### config.mk
export PLATFORM = sky130hd
export DESIGN_NAME = fsm_detector
export DESIGN_NICKNAME = d
export VERILOG_FILES = /design/src/rtl/fsm_detector_pkg.sv /design/src/rtl/fsm_detector.sv
export SDC_FILE = /design/constraint.sdc
export NUM_CORES = 1
export LEC_CHECK = 0
export CORE_MARGIN = 3
export CORE_UTILIZATION = 70
export DETAILED_ROUTE_END_ITERATION = 6
export GPL_TIMING_DRIVEN = 0
export PLACE_DENSITY = 0.88
export SLEW_MARGIN = 40
export SYNTH_ARGS = -nofsm -noshare
export SYNTH_HDL_FRONTEND = slang
export SYNTH_SLANG_ARGS = --single-unit
### constraint.sdc
create_clock -name clk -period 54.9 [get_ports clk]
set_input_delay 10.98 -clock clk [delete_from_list [all_inputs] [get_ports clk]]
set_output_delay 10.98 -clock clk [all_outputs]
set_load 0.01 [all_outputs]
### src/rtl/fsm_detector_pkg.sv
// rtl/fsm_detector_pkg.sv - constants and elaboration-time helpers for the serial pattern detector
package fsm_detector_pkg;

    localparam int MAX_LEN = 16;
    localparam int FW      = 5;

    typedef logic [FW-1:0] fail_arr_t [0:MAX_LEN];

    // Bit i in arrival order; the first bit received is the MSB of the pattern.
    function automatic logic pat_bit(input logic [MAX_LEN-1:0] pattern, input int len, input int i);
        return pattern[4'(len - 1 - i)];
    endfunction

    function automatic int calc_fail(input logic [MAX_LEN-1:0] pattern, input int len, input int k);
        int   best;
        logic ok;
        best = 0;
        for (int l = 1; l < MAX_LEN; l++) begin
            if (l < k) begin
                ok = 1'b1;
                for (int j = 0; j < MAX_LEN; j++) begin
                    if (j < l && pat_bit(pattern, len, j) != pat_bit(pattern, len, k - l + j)) begin
                        ok = 1'b0;
                    end
                end
                if (ok) begin
                    best = l;
                end
            end
        end
        return best;
    endfunction

    // From MATCH the search resumes at fail(N) or at S0, then falls back until b fits.
    function automatic int next_state(input logic [MAX_LEN-1:0] pattern, input int len,
                                      input logic overlap, input fail_arr_t fails,
                                      input int k, input logic b);
        int   j;
        int   nxt;
        logic done;
        j    = (k >= len) ? (overlap ? int'(fails[5'(len)]) : 0) : k;
        nxt  = 0;
        done = 1'b0;
        for (int i = 0; i <= MAX_LEN; i++) begin
            if (!done) begin
                if (b == pat_bit(pattern, len, j)) begin
                    nxt  = j + 1;
                    done = 1'b1;
                end else if (j == 0) begin
                    nxt  = 0;
                    done = 1'b1;
                end else begin
                    j = int'(fails[5'(j)]);
                end
            end
        end
        return nxt;
    endfunction

endpackage

### src/rtl/fsm_detector.sv
// rtl/fsm_detector.sv - Moore serial pattern detector with KMP fallback
module fsm_detector
    import fsm_detector_pkg::*;
#(
    parameter int                     PATTERN_LEN = 4,
    parameter logic [PATTERN_LEN-1:0] PATTERN     = 4'b1010,
    parameter bit                     OVERLAP     = 1'b1
) (
    input  logic clk,
    input  logic reset,
    input  logic data,
    output logic out
);

    localparam int                 SW      = $clog2(PATTERN_LEN + 1);
    localparam logic [MAX_LEN-1:0] PAT_EXT = MAX_LEN'(PATTERN);

    if (PATTERN_LEN < 1 || PATTERN_LEN > MAX_LEN) begin : g_len_check
        $error("fsm_detector: PATTERN_LEN out of range 1..16");
    end

    logic [FW-1:0] fail_tbl [0:PATTERN_LEN];
    fail_arr_t     fail_arr;
    logic [SW-1:0] state;
    logic [SW-1:0] state_next;

    for (genvar g = 0; g <= MAX_LEN; g++) begin : g_fail
        if (g <= PATTERN_LEN) begin : g_used
            assign fail_tbl[g] = FW'(calc_fail(PAT_EXT, PATTERN_LEN, g));
            assign fail_arr[g] = fail_tbl[g];
        end else begin : g_pad
            assign fail_arr[g] = '0;
        end
    end

    always_comb begin
        state_next = '0;
        state_next = SW'(next_state(PAT_EXT, PATTERN_LEN, OVERLAP, fail_arr, int'(state), data));
    end

    always_ff @(posedge clk or posedge reset) begin
        if (reset) begin
            state <= '0;
        end else begin
            state <= state_next;
        end
    end

    assign out = (state == SW'(PATTERN_LEN));

endmodule

==> impl_metrics.env, run 1 <==
export IMPL_skew_ps=6.10
export IMPL_vias_per_cell=6.70
export IMPL_cts_buffer_depth=2
export IMPL_cts_root_buf="clkbuf_4"
export IMPL_io_buffers=2
export IMPL_drc=1
export IMPL_post_place_ws_ps=23760
export IMPL_synth_top_cell_area_share_pct=21.9
export IMPL_path_depth=105
export IMPL_timing_fmax_ghz=0.0319
export IMPL_slowest_delay_ps=560
export IMPL_cts_tree="done"
export IMPL_n_fill_cell=238
export IMPL_regMostFlops="state"
export IMPL_vias=2722
export IMPL_peakVddDrop_mv=0.0244
export IMPL_synth_area_leaders="ha_1, inv_1, o21ai_0, nor2_1, nand2_1"
export IMPL_violations="design-rule violations"
export IMPL_end_kind="flip-flop"
export IMPL_rsz0062_at_grt="false"
export IMPL_avgSynthCellArea_um2=7.03
export IMPL_dpl_hpwl_um=5000
export IMPL_path_delay_family="simple AND/OR/NAND/NOR gates"
export IMPL_path_max_fanout=11
export IMPL_start_util_pct=76.0
export IMPL_crit_path_frequent_cell="ha_1"
export IMPL_reg_top3="state x3"
export IMPL_grt_max_degree=12
export IMPL_path_buf_inv=16
export IMPL_grt_pass1_wl_um=11000
export IMPL_synthSimpleGateAreaFrac_pct=34.4
export IMPL_drt_iter0_drc=352
export IMPL_routedWlPerCell_um=15.8
export IMPL_synth_top_family_by_area="simple AND/OR/NAND/NOR gates"
export IMPL_syn_cell_area_um2=2400
export IMPL_diodes=0
export IMPL_synth_xor_area_share_pct=1.10
export IMPL_die_w_um=64.5
export IMPL_post_cts_setup_buffer_count=0
export IMPL_grt_usage_pct=32.4
export IMPL_layout_drive_gt1_share_pct=7.73
export IMPL_grt_overflow=0
export IMPL_worstPathArrival_ps=31420
export IMPL_synth_compound_area_share_pct=28.6
export IMPL_postCtsHoldBufs=0
export IMPL_die_area_um2=4160
export IMPL_startpoint_type="input pin"
export IMPL_maxCapViolCount=0
export IMPL_fin_util_pct=81.0
export IMPL_fin_nets=408
export IMPL_crit_slowest_cell="nor4_1"
export IMPL_final_hold_violation_count=0
export IMPL_worstSetupPathType="input pin to flip-flop"
export IMPL_status="finished with violations"
export IMPL_finalSetupViolations=0
export IMPL_power_density_nw_per_um2=47.5
export IMPL_rows=20
export IMPL_largest_reg_flops=3
export IMPL_clkTransAtPathRegs_ps=40
export IMPL_crit_required_ps=54990
export IMPL_die_h_um=64.5
export IMPL_async_flop_share_pct=100
export IMPL_drv_slew=0
export IMPL_htree_levels=1
export IMPL_reg2regPathDepth=108
export IMPL_ys_ff_latch=3
export IMPL_cts_buffers=3
export IMPL_hold_depth=11
export IMPL_ys_types=75
export IMPL_post_route_period_util_pct=57.1
export IMPL_synthFlopType="dfrtp_1"
export IMPL_leakagePower_uw=0.00116
export IMPL_slew_headroom_pct=43.1
export IMPL_synth_top_area_cell="ha_1"
export IMPL_cts_resized=0
export IMPL_ys_warn_count=0
export IMPL_coreArea_um2=3150
export IMPL_place_congestion=0.973
export IMPL_num_io_pins=4
export IMPL_synth_mux_area_share_pct=0.418
export IMPL_yosysSeqAreaShare_pct=3.13
export IMPL_layout_setup_ws_ps=23570
export IMPL_synthCells=341
export IMPL_drt_total_wl_um=6400
export IMPL_synth_edff_count=0
export IMPL_post_route_min_period_ps=31330
export IMPL_grt_pass1_vias=2489
export IMPL_antenna_left=0
export IMPL_numClockSinks=3
export IMPL_area_growth_syn_to_layout_pct=6.58
export IMPL_antenna_found_initial=0
export IMPL_synth_fa_ha_area_share_pct=21.9
export IMPL_worst_slew_pin_slew_ps=846
export IMPL_clk_latency_ps=240
export IMPL_finalSetupTns_ps=0
export IMPL_hp_class="flip-flop to flip-flop"
export IMPL_firstDrtPassIters=7
==> cell families after synthesis <==
family | after synthesis
simple gates | 148
compound gates | 87
buf+inv | 55
fa+ha+maj | 42
xor+xnor | 3
flops | 3
other cells | 2
mux | 1
==> cell usage after synthesis, types with 2 or more instances <==
master and count:
conb_1 2, o31ai_1 2, nand4_1 8, nor2b_1 4, nand3_1 13, clkbuf_1 11
and4_1 6, ha_1 42, o211a_1 2, o22ai_1 2, buf_2 3, nor3_1 10
o211ai_1 3, nor4_1 8, xnor2_1 3, a221oi_1 2, and3_1 6, o31a_1 2
nand2b_1 6, o21ai_1 4, a21o_1 4, o2111ai_1 2, or2_2 3, dfrtp_1 3
o21ai_0 22, or3_1 6, a21oi_1 6, a21boi_0 2, or4_1 3, nand2_1 23
o41a_1 2, inv_2 2, inv_1 34, a32o_1 3, a31oi_1 5, or2_1 4
nand3b_1 2, and2_1 5, buf_6 4, nor2_1 29, nor4b_1 4
==> report_power, final <==
| group | internal [uW] | switching [uW] | total (uW) |
|---|---|---|---|
| logic | 42.2 | 71.4 | 114 |
| registers | 3.15 | 0.466 | 3.62 |
| clock network | 2.73 | 1.31 | 4.05 |
| total | 48.1 | 73.2 | 121 |
==> worst reg2reg max path, delay by kind of cell, from the launching register on <==
family / cells / cell delay [ps]
fa+ha+maj: 28 / 5560
compound gates: 30 / 6340
buf+inv: 15 / 2180
simple gates: 35 / 6660
flops: 1 / 350
==> per-layer routing <==
metal	global-route usage, %	part of all wire [%]	up-vias
met5	0	0	-
met1	41.4	42	1230
met2	54.3	46	163
li1	-	-	1302
met3	2.60	7.7	27
met4	16.4	3.4	0
==> final timing paths <==
check,endpoint,slack [ps],from
max in group asynchronous,state[1],43870,reset
worst max register to register,state[1],33660,state[2]
worst max-delay path,state[1],23570,data
worst min-delay path,state[1],1400,state[0]
min in group asynchronous,state[2],10900,reset
worst min register to register,state[1],1400,state[0]
==> cell type report <==
class                           instances  area [um2]  area share, %
Sequential cell                         3        75.1           2.94
Clock buffer                            4        26.3           1.03
Inverter                               36         135           5.29
Buffer                                 19         109           4.26
Timing Repair Buffer                    2        20.0          0.784
Tap cell                               44        55.1           2.16
Multi-Input combinational cell        298        2130           83.5
==> stage by stage <==
step | hold slack, ps | cells | power [uW] | instance area (um2)
6_report | 1400 | 406 | 121 | 2550
5_1_grt | 1500 | 406 | 136 | 2550
4_1_cts | 1380 | 406 | 119 | 2550
3_5_place_dp | 1360 | 402 | 114 | 2530
3_3_place_gp | 1350 | 402 | 110 | 2530
2_1_floorplan | 1100 | 356 | 89.4 | 2450
==> cell usage in the layout, fill, tap and decap left out, types with 3 or more instances in the layout <==
master and instances:
dfrtp_1 3, o211ai_1 3, conb_1 17, nor3_1 10, a21o_1 4, and4_1 6
xnor2_1 3, nand2b_1 6, a31oi_1 5, or4_1 3, and2_1 5, or2_2 3
inv_1 34, or3_1 6, a21oi_1 6, nand4_1 8, nor2b_1 4, o21ai_0 22
clkbuf_1 12, buf_6 4, nor4_1 8, nand3_1 13, clkbuf_4 3, and3_1 6
ha_1 42, or2_1 4, a32o_1 3, buf_2 3, nor2_1 29, nor4b_1 4
o21ai_1 4, nand2_1 23
(Power assumes the default switching activity.)
==> inputs of run 2 (changes only) <==
--- a/config.mk
+++ b/config.mk
@@ -6,10 +6,10 @@
 export NUM_CORES = 1
 export LEC_CHECK = 0
 export CORE_MARGIN = 3
-export CORE_UTILIZATION = 70
+export CORE_UTILIZATION = 59
 export DETAILED_ROUTE_END_ITERATION = 6
 export GPL_TIMING_DRIVEN = 0
-export PLACE_DENSITY = 0.88
+export PLACE_DENSITY = 0.79
 export SLEW_MARGIN = 40
 export SYNTH_ARGS = -nofsm -noshare
 export SYNTH_HDL_FRONTEND = slang
==> constraint.sdc (replaced) <==
create_clock -name clk -period 28 [get_ports clk]
set_input_delay 5.6 -clock clk [delete_from_list [all_inputs] [get_ports clk]]
set_output_delay 5.6 -clock clk [all_outputs]
set_load 0.01 [all_outputs]
==> run 2 against run 1 <==
Against the previous run:
- the run now ends clean
- global-route usage is 6.0 points lower
- non-clock buffer count is the same
- design area is 0.93% higher
- sequential power up 100%
- utilization down 13 points
- count of clock-buffer cells in the layout unchanged
- clock skew fell by 4.5 ps
- sequential cell count is the same
- highest routed layer unchanged
==> impl_metrics.env, run 2 (synthesized netlist as in run 1, its figures left out) <==
export IMPL_clkTransAtPathRegs_ps=30
export IMPL_antenna_left=0
export IMPL_antenna_found_initial=0
export IMPL_cts_resized=0
export IMPL_vias_per_cell=6.36
export IMPL_final_hold_violation_count=0
export IMPL_grt_overflow=0
export IMPL_post_cts_setup_buffer_count=0
export IMPL_grt_pass1_vias=2418
export IMPL_leakagePower_uw=0.00117
export IMPL_power_density_nw_per_um2=94.3
export IMPL_slowest_delay_ps=520
export IMPL_path_buf_inv=18
export IMPL_worstPathArrival_ps=26350
export IMPL_cts_root_buf="clkbuf_8"
export IMPL_final_common_cell="ha_1"
export IMPL_drt_iter0_drc=193
export IMPL_layout_drive_gt1_share_pct=7.73
export IMPL_post_place_ws_ps=2000
export IMPL_die_h_um=69.7
export IMPL_reg_top3="state x3"
export IMPL_path_max_fanout=11
export IMPL_postCtsHoldBufs=0
export IMPL_crit_required_ps=28070
export IMPL_grt_max_degree=12
export IMPL_start_util_pct=63.1
export IMPL_rsz0062_at_grt="false"
export IMPL_clk_latency_ps=220
export IMPL_status="finished, final reports clean"
export IMPL_startpoint_type="input pin"
export IMPL_drt_total_wl_um=6300
export IMPL_path_delay_family="compound AO/OA/AOI/OAI gates"
export IMPL_diodes=0
export IMPL_finalSetupViolations=0
export IMPL_rows=22
export IMPL_io_buffers=2
export IMPL_drc=0
export IMPL_fin_util_pct=67.9
export IMPL_hp_class="flip-flop to flip-flop"
export IMPL_grt_pass1_wl_um=11000
export IMPL_layout_setup_ws_ps=1720
export IMPL_numClockSinks=3
export IMPL_place_congestion=0.919
export IMPL_drv_slew=0
export IMPL_dpl_hpwl_um=4900
export IMPL_worst_slew_pin_slew_ps=834
export IMPL_post_route_period_util_pct=93.9
export IMPL_cts_buffers=3
export IMPL_fin_nets=408
export IMPL_die_area_um2=4860
export IMPL_timing_fmax_ghz=0.0381
export IMPL_regMostFlops="state"
export IMPL_largest_reg_flops=3
export IMPL_vias=2606
export IMPL_skew_ps=1.63
export IMPL_die_w_um=69.7
export IMPL_slew_headroom_pct=43.9
export IMPL_finalSetupTns_ps=0
export IMPL_crit_slowest_cell="or4_4"
export IMPL_end_kind="flip-flop"
export IMPL_maxCapViolCount=0
export IMPL_peakVddDrop_mv=0.0770
export IMPL_firstDrtPassIters=4
export IMPL_routedWlPerCell_um=15.4
export IMPL_htree_levels=1
export IMPL_num_io_pins=4
export IMPL_area_growth_syn_to_layout_pct=7.57
export IMPL_grt_usage_pct=26.4
export IMPL_mostFrequentLayoutCells="ha_1, inv_1, nor2_1"
export IMPL_cts_buffer_depth=2
export IMPL_cts_tree="done"
export IMPL_coreArea_um2=3800
export IMPL_worstSetupPathType="input pin to flip-flop"
export IMPL_post_route_min_period_ps=26280
export IMPL_crit_path_frequent_cell="ha_1"
[run 2: changes by cell type in the layout (fill, tap and decap cells not counted)]
cell / before / now
clkbuf_4: 3 / 0
clkbuf_8: 0 / 3
[run 2: power breakdown]
| group | switching, uW | leakage [uW] | internal (uW) | total [uW] |
|---|---|---|---|---|
| clock network | 2.99 | 0.0000228 | 9.72 | 12.7 |
| logic | 140 | 0.00111 | 82.7 | 223 |
| registers | 1.08 | 0.0000366 | 6.19 | 7.27 |
| total | 144 | 0.00117 | 98.6 | 243 |
[run 2: cell type report]
class	count	area, um2
timing repair buffer	2	20.0
sequential	3	75.1
clock buffer	4	45.0
fill	359	1220
tap	48	60.1
multi-input combinational	298	2130
buffer	19	109
inverter	36	135
[run 2: worst paths after layout]
check | start | end | slack (ps) | cells after the start
min | state[0] | state[1] | 1470 | 11
min in group asynchronous | reset | state[0] | 5550 | 2
min reg2reg | state[0] | state[1] | 1470 | 11
max in group asynchronous | reset | state[2] | 22320 | 2
max | data | state[1] | 1720 | 105
max reg2reg | state[2] | state[1] | 6440 | 108
[run 2: tightest hold or removal path, stage by stage (launching register included)]
cell and delay, ps:
dfrtp_1 350, nand2b_1 130, inv_2 110, ha_1 120, a221oi_1 90, o211ai_1 120, a31oi_1 60, o211ai_1 130
nor3_1 80, o21ai_0 60, a31oi_1 60, o211ai_1 90
[run 2: through the flow]
stage | instance area (um2) | power (uW) | hold slack (ps) | std cells
floorplan | 2450 | 175 | 1100 | 356
finish | 2580 | 243 | 1470 | 410
detailed placement | 2530 | 225 | 1390 | 406
CTS | 2580 | 239 | 1420 | 410
global route | 2580 | 272 | 1560 | 410
global placement | 2530 | 219 | 1370 | 406
[run 2: layer usage]
layer	track usage, %	vias up	part of all wire [%]
met3	1.16	14	7.1
met4	5.74	0	1.8
met1	36.5	1200	46
met2	45.1	94	45
li1	-	1298	-
met5	0	-	0
